## config.mk

```make
export PLATFORM = sky130hd
export DESIGN_NAME = control_semaforos
export DESIGN_NICKNAME = d
export VERILOG_FILES = /design/src/rtl/control_semaforos_pkg.sv /design/src/rtl/control_semaforos_temporizador.sv /design/src/rtl/control_semaforos.sv
export SDC_FILE = /design/constraint.sdc
export NUM_CORES = 1
export LEC_CHECK = 0
export ABC_AREA = 1
export CORE_MARGIN = 3
export CORE_UTILIZATION = 45
export CTS_CLUSTER_DIAMETER = 30
export DETAILED_ROUTE_END_ITERATION = 10
export HOLD_SLACK_MARGIN = 0.15
export PLACE_DENSITY = 0.71
export SETUP_SLACK_MARGIN = 0.15
export SYNTH_ARGS = -nofsm -noshare
export SYNTH_HDL_FRONTEND = slang
export SYNTH_HIERARCHICAL = 1
export SYNTH_SLANG_ARGS = --single-unit
export TNS_END_PERCENT = 1
```

## constraint.sdc

```tcl
create_clock -name clk -period 5.45 [get_ports clk]
set_clock_uncertainty 0.15 [all_clocks]
set_input_delay 1.09 -clock clk [delete_from_list [all_inputs] [get_ports clk]]
set_output_delay 1.09 -clock clk [all_outputs]
set_load 0.02 [all_outputs]
```

## src/rtl/control_semaforos_pkg.sv

```systemverilog
// Shared definitions for the two-street traffic light controller:
// state encoding, light colour codes and the state-to-lights mapping.
package control_semaforos_pkg;

  typedef enum logic [2:0] {
    A_VERDE    = 3'd0,
    A_AMARILLO = 3'd1,
    ROJO_AB    = 3'd2,
    B_VERDE    = 3'd3,
    B_AMARILLO = 3'd4,
    ROJO_BA    = 3'd5
  } estado_t;

  localparam logic [1:0] ROJO     = 2'b00;
  localparam logic [1:0] AMARILLO = 2'b01;
  localparam logic [1:0] VERDE    = 2'b10;

  localparam int unsigned CUENTA_W = 8;

  typedef struct packed {
    logic [1:0] a;
    logic [1:0] b;
  } luces_t;

  function automatic luces_t luces_de(estado_t s);
    luces_t l;
    l.a = ROJO;
    l.b = ROJO;
    unique case (s)
      A_VERDE:    l.a = VERDE;
      A_AMARILLO: l.a = AMARILLO;
      B_VERDE:    l.b = VERDE;
      B_AMARILLO: l.b = AMARILLO;
      default:    ;
    endcase
    return l;
  endfunction

endpackage

```

## src/rtl/control_semaforos_temporizador.sv

```systemverilog
// Phase timer: counts enabled cycles inside the current phase and flags
// the last cycle of the phase (cuenta >= limite-1).
module temporizador
  import control_semaforos_pkg::*;
(
  input  logic                clk,
  input  logic                reset,
  input  logic                enb,
  input  logic                clr,
  input  logic [CUENTA_W-1:0] limite,
  output logic                fin
);

  localparam logic [CUENTA_W-1:0] UNO = CUENTA_W'(1);

  logic [CUENTA_W-1:0] cuenta_q, cuenta_d;

  // Saturates so an indefinitely held A_VERDE never wraps below its limit.
  always_comb begin
    cuenta_d = cuenta_q;
    if (clr)
      cuenta_d = '0;
    else if (enb && (cuenta_q != '1))
      cuenta_d = cuenta_q + UNO;
  end

  always_ff @(posedge clk or negedge reset) begin
    if (!reset) cuenta_q <= '0;
    else        cuenta_q <= cuenta_d;
  end

  assign fin = (cuenta_q >= (limite - UNO));

endmodule

```

## src/rtl/control_semaforos.sv

```systemverilog
// Two-street traffic light controller with B-street sensor and pedestrian
// requests; A street rests on green until demand appears.
module control_semaforos
  import control_semaforos_pkg::*;
#(
  parameter int unsigned T_VERDE_MIN = 8,
  parameter int unsigned T_AMARILLO  = 3,
  parameter int unsigned T_TODO_ROJO = 2,
  parameter int unsigned T_VERDE_B   = 6
)(
  input  logic       clk,
  input  logic       reset,
  input  logic       enb,
  input  logic       sensor_b,
  input  logic       boton_a,
  input  logic       boton_b,
  output logic [1:0] semaforo_a,
  output logic [1:0] semaforo_b,
  output logic       a_peatonal,
  output logic       b_peatonal,
  output logic [2:0] estado
);

  if (T_VERDE_MIN == 0 || T_AMARILLO == 0 || T_TODO_ROJO == 0 || T_VERDE_B == 0 ||
      T_VERDE_MIN > 255 || T_AMARILLO > 255 || T_TODO_ROJO > 255 || T_VERDE_B > 255)
  begin : g_param_ilegal
    $error("control_semaforos: phase durations must be in 1..255");
  end

  localparam logic [CUENTA_W-1:0] LIM_VERDE_MIN = CUENTA_W'(T_VERDE_MIN);
  localparam logic [CUENTA_W-1:0] LIM_AMARILLO  = CUENTA_W'(T_AMARILLO);
  localparam logic [CUENTA_W-1:0] LIM_TODO_ROJO = CUENTA_W'(T_TODO_ROJO);
  localparam logic [CUENTA_W-1:0] LIM_VERDE_B   = CUENTA_W'(T_VERDE_B);

  estado_t             estado_q, estado_d;
  logic [1:0]          sem_a_q, sem_a_d, sem_b_q, sem_b_d;
  logic                a_peat_q, a_peat_d, b_peat_q, b_peat_d;
  logic                pend_a_q, pend_a_d, pend_b_q, pend_b_d;
  logic                cruce_a_q, cruce_a_d, cruce_b_q, cruce_b_d;
  logic                demanda, fin, clr;
  logic [CUENTA_W-1:0] limite;
  luces_t              luces;

  assign demanda = sensor_b | pend_a_q | pend_b_q;
  assign clr     = (estado_d != estado_q);

  always_comb begin
    unique case (estado_q)
      A_VERDE:               limite = LIM_VERDE_MIN;
      A_AMARILLO, B_AMARILLO: limite = LIM_AMARILLO;
      B_VERDE:               limite = LIM_VERDE_B;
      default:               limite = LIM_TODO_ROJO;
    endcase
  end

  temporizador u_temporizador (
    .clk    (clk),
    .reset  (reset),
    .enb    (enb),
    .clr    (clr),
    .limite (limite),
    .fin    (fin)
  );

  always_ff @(posedge clk or negedge reset) begin
    if (!reset) begin
      estado_q  <= A_VERDE;
      sem_a_q   <= VERDE;
      sem_b_q   <= ROJO;
      a_peat_q  <= 1'b0;
      b_peat_q  <= 1'b0;
      pend_a_q  <= 1'b0;
      pend_b_q  <= 1'b0;
      cruce_a_q <= 1'b0;
      cruce_b_q <= 1'b0;
    end else begin
      estado_q  <= estado_d;
      sem_a_q   <= sem_a_d;
      sem_b_q   <= sem_b_d;
      a_peat_q  <= a_peat_d;
      b_peat_q  <= b_peat_d;
      pend_a_q  <= pend_a_d;
      pend_b_q  <= pend_b_d;
      cruce_a_q <= cruce_a_d;
      cruce_b_q <= cruce_b_d;
    end
  end

  always_comb begin
    estado_d = estado_q;
    if (enb && fin) begin
      unique case (estado_q)
        A_VERDE:    if (demanda) estado_d = A_AMARILLO;
        A_AMARILLO: estado_d = ROJO_AB;
        ROJO_AB:    estado_d = B_VERDE;
        B_VERDE:    estado_d = B_AMARILLO;
        B_AMARILLO: estado_d = ROJO_BA;
        default:    estado_d = A_VERDE;
      endcase
    end
  end

  // Outputs are computed from the next state so they change on the same
  // edge as estado; a press on the hand-over edge still reaches cruce_*.
  always_comb begin
    pend_a_d  = pend_a_q;
    pend_b_d  = pend_b_q;
    cruce_a_d = cruce_a_q;
    cruce_b_d = cruce_b_q;
    if (enb) begin
      pend_a_d = pend_a_q | boton_a;
      pend_b_d = pend_b_q | boton_b;
      if (estado_q == ROJO_AB && estado_d == B_VERDE) begin
        cruce_a_d = pend_a_d;
        pend_a_d  = 1'b0;
      end
      if (estado_q == ROJO_BA && estado_d == A_VERDE) begin
        cruce_b_d = pend_b_d;
        pend_b_d  = 1'b0;
      end
    end

    luces    = luces_de(estado_d);
    sem_a_d  = luces.a;
    sem_b_d  = luces.b;
    a_peat_d = (estado_d == B_VERDE) && cruce_a_d;

    // b walk covers the first T_VERDE_MIN cycles of A_VERDE: drop it once the
    // timer reports the last of those cycles.
    if (estado_d != A_VERDE)      b_peat_d = 1'b0;
    else if (estado_q != A_VERDE) b_peat_d = cruce_b_d;
    else                          b_peat_d = b_peat_q && !(enb && fin);
  end

  assign semaforo_a = sem_a_q;
  assign semaforo_b = sem_b_q;
  assign a_peatonal = a_peat_q;
  assign b_peatonal = b_peat_q;
  assign estado     = estado_q;

endmodule

```

==> run_results.csv <==
group,metric,value,unit
cells_and_area,final_cell_mix,"43 x nand2_1, 26 x inv_1, 21 x nor2_1",
logic_synthesis,ys_seq_area_frac,0.3417,
cells_and_area,mostFrequentLayoutCell,"nand2_1",
place,place_area,0.001767,mm^2
cells_and_area,drive_gt1_frac,0.1659,
route,post_drt_wl_per_cell,10.98,um
floorplan,die_area,0.004163,mm^2
route,dr.pass1.iters,4,
timing,finalSetupTns,0,ns
cells_and_area,instances_no_fill,273,
clock_tree,cts_root_buffer,"clkbuf_4",
critical_path,cp_max_fo,8,
floorplan,die_h,64.53,um
clock_tree,h-tree-depth,1,
clock_tree,cts_setup_buffers,0,
global_route,grt_usage,0.1670,
critical_path,path_class,"flip-flop to flip-flop",
route,drc,0,
place,io_buffers,14,
logic_synthesis,ys_ff_latch,21,
clock_tree,postCtsHoldBufs,0,
cells_and_area,syn2layout_area_growth,16.31,%
clock_tree,cts_resized,0,
logic_synthesis,synthCells,203,
route,viasPerCell,4.766,
floorplan,ios,15,
status,status,"finished, final reports clean",
timing,slew_viol_final,0,
global_route,grt_overflow_total,0,
timing,slew_headroom,0.3832,
logic_synthesis,ys_warn_count,6,
timing,fin_crit_sh,0.6363,
logic_synthesis,async_reset_ff_frac,1.000,
place,dp_cells,269,
cells_and_area,fin_area,0.001793,mm^2
route,drt_iter0_drc,100,
floorplan,initial_core_util,0.4889,
floorplan,die_width,64.53,um
place,place_congestion,0.8618,
min_path,hold_path.class,"flip-flop to flip-flop",
clock_tree,clk_pin_slew,0.12,ns
timing,max_freq,0.2883,GHz
global_route,grt_pass1_wl,5.409,mm
route,num_vias,1301,
logic_synthesis,synth_area,0.001541,mm^2
timing,hold_violations,0,
route,ant_nets,0,
critical_path,critPathLaunchType,"flip-flop",
pwr,vdd.ir_drop.worst,0.2824,mV
global_route,antenna_found_initial,0,
clock_tree,clk_path_buf_depth,2,
pwr,power.leakage,0.9064,nW
place,post-dp-hpwl,2.448,mm
critical_path,required,5.51,ns
floorplan,core_area,0.003153,mm^2
timing,worst_slew_pin_slew,0.9223,ns
route,wirelength,2.998,mm
clock_tree,cts.sinks,21,
logic_synthesis,syn_avg_cell_area,7.593,um^2
critical_path,arrival,3.53,ns
clock_tree,clock_latency,0.31,ns
logic_synthesis,synth-edff-count,0,
global_route,grt_pass1_vias,1241,
floorplan,core.rowCount,20,
cells_and_area,insertedDiodeCount,0,
timing,final-setup-viol-count,0,
logic_synthesis,ys_types,28,
job,cap_violations,0,
clock_tree,cts_tree,"done",
timing,period_minus_slack,3.468,ns
timing,rsz0062_at_grt,"no",
pwr,power.density,486.0,mW/mm^2
critical_path,endpoint_kind,"flip-flop",
clock_tree,cts_buffers,3,
global_route,grt_max_degree,22,
logic_synthesis,ys.flop_type,"dfrtp_1",
cells_and_area,fin_nets,246,
[routing by layer]
metal	GRT usage	up-vias	routed length, um
li1	-	687	-
met1	0.1967	587	1332
met2	0.3015	22	1514
met3	0.04333	5	122
met4	0.03958	0	28
met5	0	-	0
[worst paths after layout]
kind | from | endpoint | slack (ns) | cells past startpoint
setup / recovery | estado[1] | u_temporizador/cuenta_q[6] | 1.98 | 21
hold / removal | cruce_b_q | cruce_b_q | 0.36 | 2
setup reg to reg | estado[1] | u_temporizador/cuenta_q[6] | 1.98 | 21
hold reg to reg | cruce_b_q | cruce_b_q | 0.36 | 2
max in group asynchronous | reset | estado[0] | 3.44 | 1
min in group asynchronous | reset | u_temporizador/cuenta_q[7] | 1.13 | 1
[state kept, by name (all words and copies together), names as in the netlist]
signal	cells
u_temporizador/cuenta_q	8
estado	3
semaforo_a	2
semaforo_b	2
a_peatonal	1
b_peatonal	1
cruce_a_q	1
cruce_b_q	1
pend_a_q	1
pend_b_q	1
[Yosys cell counts, types with 4 or more instances]
master | n | area (um^2)
nor2_1 | 21 | 78.83
nor2_2 | 4 | 25.02
nand2_2 | 8 | 50.05
nand2_4 | 7 | 78.83
nand3_1 | 15 | 75.07
nand4_1 | 5 | 31.28
nand2_1 | 43 | 161.4
a21oi_1 | 9 | 45.04
inv_2 | 4 | 15.01
inv_1 | 26 | 97.59
xnor2_1 | 4 | 35.03
dfrtp_1 | 20 | 500.5
nor2_4 | 4 | 45.04
ha_1 | 10 | 125.1
[power by group]
group | switching, W | internal (W) | leakage, nW | total, W
combinational | 0.000322 | 0.000207 | 0.631 | 0.000529
clock | 0.0000461 | 0.0000286 | 0.0150 | 0.0000747
sequential | 0.0000565 | 0.000211 | 0.260 | 0.000268
[cells by family (layout without fill, tap and decap cells)]
logic type      after synthesis  in the layout  share of synthesized area
compound gates               19             19                    0.07062
buf+inv                      33             51                    0.08685
other cells                   1              9                   0.002433
fa+ha+maj                    10             10                    0.08117
simple gates                113            113                     0.3831
flops                        21             21                     0.3417
xor+xnor                      6              6                    0.03409
[critical path, stage by stage, from the launching register on]
cell      delay, ns
dfrtp_1        0.48
inv_2          0.11
nand2_2        0.07
nor2_2         0.20
inv_1          0.12
inv_1          0.07
ha_1           0.19
nand3_1        0.10
xnor2_1        0.14
inv_1          0.06
ha_1           0.26
nand2_1        0.06
nor2_1         0.14
nand4_1        0.10
nand3_1        0.13
nand2_4        0.09
a41oi_1        0.37
inv_1          0.24
nand2_4        0.15
clkinv_4       0.06
nand2_1        0.05
nand2_1        0.05
[layout make-up]
type	instances	area, um^2
multi-input cells	157	910.9
flip-flops and latches	21	526.8
clock buffers	4	26.28
repair buffers	14	140.1
well taps	44	55.05
inverters	33	133.9
fillers	306	1360
[through the flow]
| stage | util | hold slack [ns] | total power [W] | worst slack, ns |
|---|---|---|---|---|
| 2_1_floorplan | - | 0.2942 | 0.0006586 | 2.280 |
| 3_3_place_gp | 0.5603 | 0.3172 | 0.0007979 | 2.097 |
| 3_5_place_dp | 0.5603 | 0.3233 | 0.0008043 | 1.988 |
| 4_1_cts | 0.5687 | 0.3636 | 0.0008851 | 1.963 |
| 5_1_grt | 0.5687 | 0.3950 | 0.0009716 | 1.531 |
| 6_report | 0.5687 | 0.3570 | 0.0008713 | 1.982 |
Power figures use the tool's default switching activity.
